## config.mk

```make
export PLATFORM = sky130hd
export DESIGN_NAME = vscale_htif_tohost_monitor_flat
export DESIGN_NICKNAME = d
export VERILOG_FILES = /design/src/rtl/vscale_htif_tohost_monitor_pkg.sv /design/src/rtl/vscale_htif_tohost_monitor_if.sv /design/src/rtl/vscale_htif_tohost_monitor_sat_counter.sv /design/src/rtl/vscale_htif_tohost_monitor.sv /design/src/flat_wrapper.sv
export SDC_FILE = /design/constraint.sdc
export NUM_CORES = 1
export LEC_CHECK = 0
export CAP_MARGIN = 25
export CORE_UTILIZATION = 40
export CTS_BUF_LIST = sky130_fd_sc_hd__clkbuf_4
export CTS_CLUSTER_DIAMETER = 100
export CTS_CLUSTER_SIZE = 20
export DETAILED_ROUTE_END_ITERATION = 16
export PLACE_DENSITY = 0.7
export SLEW_MARGIN = 30
export SYNTH_ARGS = -nofsm -noshare
export SYNTH_HDL_FRONTEND = slang
export SYNTH_SLANG_ARGS = --single-unit
export TNS_END_PERCENT = 100
```

## constraint.sdc

```tcl
create_clock -name clk -period 5.1 [get_ports clk]
set_input_delay 1.53 -clock clk [delete_from_list [all_inputs] [get_ports clk]]
set_output_delay 1.53 -clock clk [all_outputs]
set_load 0.01 [all_outputs]
```

## src/rtl/vscale_htif_tohost_monitor_pkg.sv

```systemverilog
// Shared constants and FSM encoding for the HTIF tohost monitor.
package vscale_htif_tohost_monitor_pkg;

  localparam int HTIF_PCR_WIDTH = 64;
  localparam int CSR_ADDR_WIDTH = 12;
  localparam logic [CSR_ADDR_WIDTH-1:0] CSR_ADDR_TO_HOST = 12'h780;

  localparam logic RW_READ  = 1'b0;
  localparam logic RW_WRITE = 1'b1;

  typedef enum logic [2:0] {
    ST_IDLE     = 3'd0,
    ST_REQ_RD   = 3'd1,
    ST_RESP_RD  = 3'd2,
    ST_GAP      = 3'd3,
    ST_REQ_CLR  = 3'd4,
    ST_RESP_CLR = 3'd5,
    ST_DONE     = 3'd6
  } state_t;

  // Active states are the ones that consume cycle budget.
  function automatic logic is_active(state_t s);
    return (s != ST_IDLE) && (s != ST_DONE);
  endfunction

endpackage

```

## src/rtl/vscale_htif_tohost_monitor_if.sv

```systemverilog
// HTIF PCR request/response bus between the host-side monitor and the core.
interface vscale_htif_tohost_monitor_if #(
  parameter int PCR_WIDTH  = 64,
  parameter int ADDR_WIDTH = 12
);
  logic                  htif_pcr_req_valid;
  logic                  htif_pcr_req_ready;
  logic                  htif_pcr_req_rw;
  logic [ADDR_WIDTH-1:0] htif_pcr_req_addr;
  logic [PCR_WIDTH-1:0]  htif_pcr_req_data;
  logic                  htif_pcr_resp_valid;
  logic                  htif_pcr_resp_ready;
  logic [PCR_WIDTH-1:0]  htif_pcr_resp_data;

  // Host side: issues requests, consumes responses.
  modport master (
    output htif_pcr_req_valid, htif_pcr_req_rw, htif_pcr_req_addr, htif_pcr_req_data,
    output htif_pcr_resp_ready,
    input  htif_pcr_req_ready, htif_pcr_resp_valid, htif_pcr_resp_data
  );

  // Core side: accepts requests, produces responses.
  modport slave (
    input  htif_pcr_req_valid, htif_pcr_req_rw, htif_pcr_req_addr, htif_pcr_req_data,
    input  htif_pcr_resp_ready,
    output htif_pcr_req_ready, htif_pcr_resp_valid, htif_pcr_resp_data
  );
endinterface

```

## src/rtl/vscale_htif_tohost_monitor_sat_counter.sv

```systemverilog
// Up-counter that sticks at all-ones instead of wrapping.
module vscale_htif_tohost_monitor_sat_counter #(
  parameter int WIDTH = 64
) (
  input  logic             clk,
  input  logic             reset,
  input  logic             clr,
  input  logic             en,
  output logic [WIDTH-1:0] count
);

  // Count enabled cycles, clear on reset or explicit clear, hold at max.
  always_ff @(posedge clk) begin
    if (!reset || clr) begin
      count <= '0;
    end else if (en && (count != '1)) begin
      count <= count + WIDTH'(1);
    end
  end

endmodule

```

## src/rtl/vscale_htif_tohost_monitor.sv

```systemverilog
// Host-side HTIF poller: reads tohost until nonzero, clears it, and latches
// pass / fail / timeout as sticky status for the simulation wrapper.
//
//   state    | meaning
//   ---------+--------------------------------------------------------
//   IDLE     | waiting for enable; cycle_count held at 0
//   REQ_RD   | read request to tohost presented, waiting for ready
//   RESP_RD  | waiting for read data; zero -> GAP, nonzero -> REQ_CLR
//   GAP      | POLL_GAP idle cycles between zero-valued polls
//   REQ_CLR  | write-0 request to tohost presented, waiting for ready
//   RESP_CLR | waiting for the clear-write response, then decode result
//   DONE     | terminal until reset; status outputs held
module vscale_htif_tohost_monitor
  import vscale_htif_tohost_monitor_pkg::*;
#(
  parameter int                    PCR_WIDTH   = HTIF_PCR_WIDTH,
  parameter int                    ADDR_WIDTH  = CSR_ADDR_WIDTH,
  parameter logic [ADDR_WIDTH-1:0] TOHOST_ADDR = CSR_ADDR_TO_HOST,
  parameter int                    POLL_GAP    = 4,
  parameter int                    CNT_WIDTH   = 64
) (
  input  logic                 clk,
  input  logic                 reset,
  input  logic                 enable,
  input  logic [CNT_WIDTH-1:0] max_cycles,
  vscale_htif_tohost_monitor_if.master htif,
  output logic                 done,
  output logic                 pass,
  output logic                 fail,
  output logic                 timeout,
  output logic [PCR_WIDTH-2:0] fail_code,
  output logic [CNT_WIDTH-1:0] cycle_count
);

  localparam int GAP_W = (POLL_GAP > 1) ? $clog2(POLL_GAP) : 1;

  state_t               state;
  logic                 req_valid;
  logic                 req_rw;
  logic                 resp_ready;
  logic [PCR_WIDTH-1:0] tohost_q;
  logic [GAP_W-1:0]     gap_cnt;
  logic                 active;
  logic                 tmo_hit;

  assign htif.htif_pcr_req_valid  = req_valid;
  assign htif.htif_pcr_req_rw     = req_rw;
  assign htif.htif_pcr_req_addr   = TOHOST_ADDR;
  assign htif.htif_pcr_req_data   = '0;
  assign htif.htif_pcr_resp_ready = resp_ready;

  assign active  = is_active(state);
  // Fires on the last budgeted cycle so the first DONE cycle shows count==max.
  assign tmo_hit = active && (max_cycles != '0) &&
                   (cycle_count == (max_cycles - CNT_WIDTH'(1)));

  vscale_htif_tohost_monitor_sat_counter #(.WIDTH(CNT_WIDTH)) u_cycle_cnt (
    .clk   (clk),
    .reset (reset),
    .clr   (state == ST_IDLE),
    .en    (active),
    .count (cycle_count)
  );

  // Sequencer with registered bus and status outputs; timeout pre-empts
  // every in-flight handshake, including a response on the same cycle.
  always_ff @(posedge clk) begin
    if (!reset) begin
      state      <= ST_IDLE;
      req_valid  <= 1'b0;
      req_rw     <= RW_READ;
      resp_ready <= 1'b0;
      done       <= 1'b0;
      pass       <= 1'b0;
      fail       <= 1'b0;
      timeout    <= 1'b0;
      fail_code  <= '0;
      tohost_q   <= '0;
      gap_cnt    <= '0;
    end else if (tmo_hit) begin
      state      <= ST_DONE;
      req_valid  <= 1'b0;
      req_rw     <= RW_READ;
      resp_ready <= 1'b0;
      done       <= 1'b1;
      timeout    <= 1'b1;
    end else begin
      case (state)
        ST_IDLE: begin
          if (enable) begin
            state     <= ST_REQ_RD;
            req_valid <= 1'b1;
            req_rw    <= RW_READ;
          end
        end
        ST_REQ_RD: begin
          if (htif.htif_pcr_req_ready) begin
            state      <= ST_RESP_RD;
            req_valid  <= 1'b0;
            resp_ready <= 1'b1;
          end
        end
        ST_RESP_RD: begin
          if (htif.htif_pcr_resp_valid) begin
            tohost_q   <= htif.htif_pcr_resp_data;
            resp_ready <= 1'b0;
            if (htif.htif_pcr_resp_data == '0) begin
              state   <= ST_GAP;
              gap_cnt <= GAP_W'(POLL_GAP - 1);
            end else begin
              state     <= ST_REQ_CLR;
              req_valid <= 1'b1;
              req_rw    <= RW_WRITE;
            end
          end
        end
        ST_GAP: begin
          if (gap_cnt == '0) begin
            state     <= ST_REQ_RD;
            req_valid <= 1'b1;
            req_rw    <= RW_READ;
          end else begin
            gap_cnt <= gap_cnt - GAP_W'(1);
          end
        end
        ST_REQ_CLR: begin
          if (htif.htif_pcr_req_ready) begin
            state      <= ST_RESP_CLR;
            req_valid  <= 1'b0;
            req_rw     <= RW_READ;
            resp_ready <= 1'b1;
          end
        end
        ST_RESP_CLR: begin
          if (htif.htif_pcr_resp_valid) begin
            state      <= ST_DONE;
            resp_ready <= 1'b0;
            done       <= 1'b1;
            pass       <= (tohost_q == PCR_WIDTH'(1));
            fail       <= (tohost_q != PCR_WIDTH'(1));
            fail_code  <= tohost_q[PCR_WIDTH-1:1];
          end
        end
        ST_DONE: begin
          state <= ST_DONE;
        end
        default: begin
          state      <= ST_IDLE;
          req_valid  <= 1'b0;
          resp_ready <= 1'b0;
        end
      endcase
    end
  end

endmodule

```

## src/flat_wrapper.sv

```systemverilog
// flat-port wrapper written by rule: the top's interface ports become plain ports
module vscale_htif_tohost_monitor_flat import vscale_htif_tohost_monitor_pkg::*;
#(
  parameter int                    PCR_WIDTH   = HTIF_PCR_WIDTH,
  parameter int                    ADDR_WIDTH  = CSR_ADDR_WIDTH,
  parameter logic [ADDR_WIDTH-1:0] TOHOST_ADDR = CSR_ADDR_TO_HOST,
  parameter int                    POLL_GAP    = 4,
  parameter int                    CNT_WIDTH   = 64
)
  (clk, reset, enable, max_cycles, done, pass, fail, timeout, fail_code, cycle_count, htif_htif_pcr_req_valid, htif_htif_pcr_req_rw, htif_htif_pcr_req_addr, htif_htif_pcr_req_data, htif_htif_pcr_resp_ready, htif_htif_pcr_req_ready, htif_htif_pcr_resp_valid, htif_htif_pcr_resp_data);
  vscale_htif_tohost_monitor_if #(.PCR_WIDTH(PCR_WIDTH), .ADDR_WIDTH(ADDR_WIDTH)) htif_i ();
  input  logic clk;
  input  logic reset;
  input  logic enable;
  input  logic [CNT_WIDTH-1:0] max_cycles;
  output logic done;
  output logic pass;
  output logic fail;
  output logic timeout;
  output logic [PCR_WIDTH-2:0] fail_code;
  output logic [CNT_WIDTH-1:0] cycle_count;
  output wire logic [$bits(htif_i.htif_pcr_req_valid)-1:0] htif_htif_pcr_req_valid;
  output wire logic [$bits(htif_i.htif_pcr_req_rw)-1:0] htif_htif_pcr_req_rw;
  output wire logic [$bits(htif_i.htif_pcr_req_addr)-1:0] htif_htif_pcr_req_addr;
  output wire logic [$bits(htif_i.htif_pcr_req_data)-1:0] htif_htif_pcr_req_data;
  output wire logic [$bits(htif_i.htif_pcr_resp_ready)-1:0] htif_htif_pcr_resp_ready;
  input wire logic [$bits(htif_i.htif_pcr_req_ready)-1:0] htif_htif_pcr_req_ready;
  input wire logic [$bits(htif_i.htif_pcr_resp_valid)-1:0] htif_htif_pcr_resp_valid;
  input wire logic [$bits(htif_i.htif_pcr_resp_data)-1:0] htif_htif_pcr_resp_data;
  assign htif_htif_pcr_req_valid = htif_i.htif_pcr_req_valid;
  assign htif_htif_pcr_req_rw = htif_i.htif_pcr_req_rw;
  assign htif_htif_pcr_req_addr = htif_i.htif_pcr_req_addr;
  assign htif_htif_pcr_req_data = htif_i.htif_pcr_req_data;
  assign htif_htif_pcr_resp_ready = htif_i.htif_pcr_resp_ready;
  assign htif_i.htif_pcr_req_ready = htif_htif_pcr_req_ready;
  assign htif_i.htif_pcr_resp_valid = htif_htif_pcr_resp_valid;
  assign htif_i.htif_pcr_resp_data = htif_htif_pcr_resp_data;
  vscale_htif_tohost_monitor #(.PCR_WIDTH(PCR_WIDTH), .ADDR_WIDTH(ADDR_WIDTH), .TOHOST_ADDR(TOHOST_ADDR), .POLL_GAP(POLL_GAP), .CNT_WIDTH(CNT_WIDTH)) u_core (.clk(clk), .reset(reset), .enable(enable), .max_cycles(max_cycles), .htif(htif_i), .done(done), .pass(pass), .fail(fail), .timeout(timeout), .fail_code(fail_code), .cycle_count(cycle_count));
endmodule
```

==> flow_summary.json, run 1 <==
{
  "status": "finished clean",
  "top_layer_used": "met4",
  "synth-seq-area-share_pct": 35.1,
  "hp-start": "u_core.fail_code[15]$_SDFFE_PN0P_",
  "worstPathArrival_ns": 5.34,
  "stdcell_area_um2": 15200,
  "synthFlopType": "dfxtp_1",
  "hold_path_class": "reg2reg",
  "cts.sinks": 203,
  "ctsResizeCount": 0,
  "totalPowerFinal_mw": 3.23,
  "cts_root_buffer": "clkbuf_4",
  "netlist_area_um2": 11600,
  "ctsHoldBuffers": 0,
  "place_area_um2": 15000,
  "overflow": 0,
  "io_buffers": 266,
  "ys_warn_count": 0,
  "slew_viol_final": 0,
  "gp_congestion": 0.936,
  "period_share_pct": 93.5,
  "dieArea_um2": 29600,
  "tightestPinTransition_ns": 0.778,
  "met2_length_um": 15500,
  "vias": 10600,
  "die_w_um": 172,
  "timing.critical_path.to_type": "register",
  "rrSetupSlack_ns": 1.51,
  "fin_nets": 1828,
  "netlist_instances": 1346,
  "drcViolationCount": 0,
  "ant_nets": 0,
  "drt-initial-drc-count": 830,
  "fin_skew_ns": 0.0594,
  "fp-row-count": 61,
  "wire_per_inst_um": 16.7,
  "clk_latency_ns": 0.68,
  "fin_crit_ns": 4.77,
  "synth_top_family_by_area": "simple AND/OR/NAND/NOR gates",
  "synth_enable_flop_cells": 0,
  "area_delta_synth_final_pct": 31.0,
  "ys_seq_elements": 203,
  "track_usage_pct": 22.7,
  "via_per_inst": 5.12,
  "met3_length_um": 2510,
  "cts_tree": "built",
  "path_class": "in2reg",
  "setup_viol": 0,
  "numCtsBuffers": 14,
  "cp.required_ns": 5.67,
  "synth_cell_types": 70,
  "reg2reg_depth": 11,
  "drt-total-wl_um": 34500,
  "power.density_nw_per_um2": 213,
  "hold_violations": 0,
  "max_freq_ghz": 0.210,
  "grt_pass1_vias": 9907,
  "syn-mean-instance-area_um2": 8.60,
  "grt_pass1_wl_um": 52600,
  "path_max_fanout": 20,
  "start_util_pct": 41.2,
  "path_clk_slew_ns": 0.19,
  "ys_top_cells_by_area": "dfxtp_1 (35%), mux2i_1 (12%), nand2_1 (8.1%), xor2_1 (6.4%), buf_4 (5.0%)",
  "synth_top_area_cell": "dfxtp_1",
  "layout-drive-gt1-share_pct": 10.3,
  "met1_length_um": 15500,
  "ir_worst_vdd_v": 0.000133,
  "timing.rr.end": "u_core.fail_code[36]$_SDFFE_PN0P_",
  "synthArstFlopShare_pct": 0,
  "synth_compound_area_share_pct": 5.08,
  "core_area_um2": 28100,
  "h-tree-depth": 1,
  "synth_fa_ha_area_share_pct": 0.324,
  "timing.rr.start": "u_core.state[1]$_SDFFE_PN0P_",
  "startpoint_type": "input pin",
  "antenna_found_initial": 2,
  "grt_max_degree": 112,
  "whs_endpoint": "u_core.fail_code[15]$_SDFFE_PN0P_",
  "io_pins": 343,
  "firstDrtPassIters": 5,
  "grt_setup_unrepaired": "false",
  "cts_setup_buffers": 0,
  "die_height_um": 172,
  "drv_cap": 0,
  "clk_path_buf_depth": 3,
  "synthXorXnorAreaFrac_pct": 11.2,
  "whs_path_depth": 2,
  "maxSlewHeadroom_pct": 48.1,
  "synth-simple-area-share_pct": 27.3,
  "leakagePower_nw": 6.34,
  "dp_hpwl_um": 27300,
  "synth_mux_area_share_pct": 11.6,
  "synth_top_area_share_pct": 35.1
}
[cells by family (layout without fill, tap and decap cells)]
group                    Yosys count  after routing
AND/OR/NAND/NOR                  621            621
other                              2             78
XOR/XNOR                         148            148
buffers and inverters            149            423
AO/OA/AOI/OAI                     86             86
adder cells (fa/ha/maj)            3              3
flip-flops                       203            203
multiplexers                     134            134
[worst max-delay path, stage by stage]
cell and delay (ns):
clkdlybuf4s50_1 0.44, inv_1 0.08, ha_1 0.17, nor3b_1 0.34
nand2_1 0.13, or4_1 0.67, buf_4 0.21, nor3_1 0.18
xnor2_1 0.15, nand2_1 0.11, nor4_2 0.33, and4_2 0.34
nand2b_4 0.23, buf_12 0.20, mux2i_1 0.20
[cell usage after synthesis, types with 7 or more instances]
master	n
nor3_1	35
a21oi_1	20
nand4_1	30
xnor2_1	64
o21ai_0	17
buf_12	14
or2_2	7
dfxtp_1	203
inv_1	18
clkbuf_1	37
and3_1	19
and2_1	9
and4_1	9
nand2_1	251
nor2_1	102
buf_4	77
or3_1	12
mux2i_1	133
nor4_1	48
nand3_1	32
nand2b_1	11
xor2_1	84
[registers in the layout, indices dropped and copies added (netlist names)]
register	count
u_core.done	1
u_core.fail	1
u_core.fail_code	63
u_core.gap_cnt	2
u_core.htif.htif_pcr_req_rw	1
u_core.htif.htif_pcr_req_valid	1
u_core.htif.htif_pcr_resp_ready	1
u_core.pass	1
u_core.state	3
u_core.timeout	1
u_core.tohost_q	64
u_core.u_cycle_cnt.count	64
[layer usage]
metal	up-vias	GRT usage, %
li1	5201	-
met1	4930	30.5
met2	429	37.0
met3	60	3.41
met4	0	7.04
met5	-	0
[area by class of cell]
cell class,instances,area (um2)
Inverter,18,67.6
Tap cell,378,473
Multi-Input combinational cell,1068,6730
Clock buffer,15,113
Antenna cell,2,5.00
Clock inverter,3,46.3
Sequential cell,203,4060
Fill cell,2624,12900
Timing Repair Buffer,387,3660
[worst max-delay path by stage]
stage / startpoint / endpoint / slack [ns] / cells past startpoint
6_report: max_cycles[0] / u_core.fail_code[36]$_SDFFE_PN0P_ / 0.33 / 15
4_1_cts: max_cycles[0] / u_core.fail_code[36]$_SDFFE_PN0P_ / 0.21 / 15
3_5_place_dp: max_cycles[0] / u_core.fail_code[40]$_SDFFE_PN0P_ / -0.51 / 15
3_3_place_gp: max_cycles[0] / u_core.fail_code[46]$_SDFFE_PN0P_ / -0.40 / 15
2_1_floorplan: max_cycles[0] / u_core.tohost_q[10]$_SDFFE_PN0P_ / 0.57 / 15
5_1_grt: max_cycles[0] / u_core.tohost_q[0]$_SDFFE_PN0P_ / 0.02 / 14
[through the flow]
stage	util, %	setup TNS [ns]	std cells	setup slack (ns)	hold WS [ns]
CTS	53.9	0	2072	0.208	0.468
global route	54.0	0	2073	0.0247	0.485
finish	54.0	0	2074	0.331	0.470
floorplan	-	0	1420	0.574	0.433
detailed placement	53.3	-62.27	2054	-0.506	0.449
global placement	53.3	-50.85	2054	-0.402	0.445
[layout by cell type (no fill, tap or decap), drive strengths merged, types with 38 or more instances in the layout]
master,instances
buf,122
nor4,56
xor2,84
xnor2,64
mux2i,133
clkdlybuf4s50,265
nor2,102
nand2,251
nor3,38
conb,76
dfxtp,203
[report_power, final]
group / leakage, nW / internal [mW] / total [mW] / switching [mW]
sequential: 1.64 / 1.65 / 1.71 / 0.0672
clock: 0.0931 / 0.196 / 0.719 / 0.523
combinational: 4.61 / 0.358 / 0.796 / 0.438
(Power assumes the default switching activity.)
==> run 2: changes to the inputs <==
DONT_BUFFER_PORTS = 1   (was not set)
PLACE_DENSITY = not set   (was 0.7)
==> run 2 against run 1 <==
- first-iteration DRC count down 38%
- utilization decreased by 12 points
- setup slack better by 0.066 ns
- critical path depth is 2 lower
- non-clock buffer count is 358 lower
- routed wire length fell by 12%
- via count fell by 15%
==> flow_summary.json, run 2 (same netlist as run 1, synthesis figures left out) <==
{
  "cts_tree": "built",
  "final_cell_mix": "nand2_1 (251), dfxtp_1 (203), mux2i_1 (133)",
  "ir_worst_vdd_v": 0.000194,
  "fin_crit_ns": 4.70,
  "hold_violations": 0,
  "startpoint_type": "input pin",
  "path_max_fanout": 27,
  "tightestPinTransition_ns": 0.710,
  "core_area_um2": 28100,
  "via_per_inst": 5.24,
  "layout-drive-gt1-share_pct": 6.12,
  "maxSlewHeadroom_pct": 52.3,
  "drcViolationCount": 0,
  "timing.rr.end": "u_core.fail_code[61]$_SDFFE_PN0P_",
  "io_pins": 343,
  "path_class": "in2reg",
  "worstPathArrival_ns": 5.30,
  "dp_hpwl_um": 23500,
  "drt-initial-drc-count": 518,
  "period_share_pct": 92.2,
  "ctsHoldBuffers": 0,
  "stdcell_area_um2": 11800,
  "timing.critical_path.to_type": "register",
  "ant_nets": 0,
  "critPathLaunch": "max_cycles[1]",
  "fp-row-count": 61,
  "gp_congestion": 0.910,
  "slew_viol_final": 0,
  "hold_path_class": "reg2reg",
  "rrSetupSlack_ns": 1.21,
  "numCtsBuffers": 15,
  "grt_max_degree": 196,
  "vias": 9015,
  "ctsResizeCount": 0,
  "drt-total-wl_um": 30400,
  "status": "finished clean",
  "dieArea_um2": 29600,
  "clk_latency_ns": 0.66,
  "fin_skew_ns": 0.0432,
  "clk_path_buf_depth": 3,
  "top_regs": "u_core.tohost_q x64, u_core.u_cycle_cnt.count x64, u_core.fail_code x63",
  "firstDrtPassIters": 5,
  "grt_pass1_wl_um": 46200,
  "wire_per_inst_um": 17.7,
  "start_util_pct": 41.2,
  "cts.sinks": 203,
  "max_freq_ghz": 0.213,
  "antenna_found_initial": 1,
  "cts_root_buffer": "clkbuf_4",
  "track_usage_pct": 19.8,
  "fin_nets": 1471,
  "power.density_nw_per_um2": 260,
  "path_clk_slew_ns": 0.20,
  "grt_setup_unrepaired": "false",
  "dp.cells": 1696,
  "critPathCapture": "u_core.fail_code[61]$_SDFFE_PN0P_",
  "die_height_um": 172,
  "final_common_cell": "nand2_1",
  "h-tree-depth": 1,
  "area_delta_synth_final_pct": 2.25,
  "setup_viol": 0,
  "grt_pass1_vias": 8490,
  "cp.required_ns": 5.70,
  "leakagePower_nw": 4.95,
  "io_buffers": 0,
  "reg2reg_depth": 11,
  "die_w_um": 172,
  "drv_cap": 0,
  "stdcell_count": 1719,
  "cts_setup_buffers": 0,
  "timing.rr.start": "u_core.state[1]$_SDFFE_PN0P_",
  "overflow": 0,
  "place_area_um2": 11600
}
run 2: report_power, final:
group	switching, mW	internal [mW]	total [mW]
Combinational	0.322	0.220	0.541
Clock	0.552	0.258	0.810
Sequential	0.0745	1.65	1.72
Total	0.948	2.12	3.07
run 2: final cells by class:
cell class              instances  area (um2)
fillers                      2871       16300
clock buffers                  15         113
flip-flops and latches        203        4060
multi-input cells            1068        6730
repair buffers                 29         280
clock inverters                 6         100
diodes                          2        5.00
inverters                      18        67.6
well taps                     378         473
run 2: per-layer routing:
metal / part of all wire [%] / up-vias / GRT usage, %
met1: 41 / 4154 / 23.5
met5: 0 / - / 0
met4: 2.6 / 0 / 6.35
met2: 46 / 321 / 33.2
met3: 10 / 45 / 6.96
li1: - / 4495 / -
run 2: through the flow:
| step | util, % | TNS, ns | total power, mW | hold WS [ns] | setup WS, ns |
|---|---|---|---|---|---|
| floorplan | - | 0 | 2.26 | 0.433 | 0.574 |
| global placement | 41.3 | -16.09 | 2.29 | 0.454 | -0.147 |
| CTS | 42.1 | 0 | 3.13 | 0.490 | 0.480 |
| finish | 42.1 | 0 | 3.07 | 0.487 | 0.397 |
| global route | 42.1 | 0 | 3.24 | 0.505 | 0.187 |
| detailed placement | 41.3 | -22.96 | 2.30 | 0.465 | -0.253 |
run 2: worst min-delay path by stage:
| stage | slack [ns] | endpoint | cells after the start | from |
|---|---|---|---|---|
| 6_report | 0.49 | u_core.tohost_q[0]$_SDFFE_PN0P_ | 2 | u_core.tohost_q[0]$_SDFFE_PN0P_ |
| 3_5_place_dp | 0.47 | u_core.tohost_q[0]$_SDFFE_PN0P_ | 2 | u_core.tohost_q[0]$_SDFFE_PN0P_ |
| 5_1_grt | 0.51 | u_core.tohost_q[0]$_SDFFE_PN0P_ | 2 | u_core.tohost_q[0]$_SDFFE_PN0P_ |
| 3_3_place_gp | 0.45 | u_core.tohost_q[0]$_SDFFE_PN0P_ | 2 | u_core.tohost_q[0]$_SDFFE_PN0P_ |
| 2_1_floorplan | 0.43 | u_core.tohost_q[0]$_SDFFE_PN0P_ | 2 | u_core.tohost_q[0]$_SDFFE_PN0P_ |
| 4_1_cts | 0.49 | u_core.tohost_q[0]$_SDFFE_PN0P_ | 2 | u_core.tohost_q[0]$_SDFFE_PN0P_ |
run 2: worst max-delay path: stages:
cell and delay [ns]:
inv_1 0.04, ha_1 0.17, or3b_2 0.52, nor4_4 0.35
nand4_1 0.25, nor3_1 0.29, mux2i_1 0.35, o2111ai_1 0.16
nor4_1 0.50, and4_1 0.40, nand2b_4 0.23, buf_12 0.23
mux2i_1 0.24
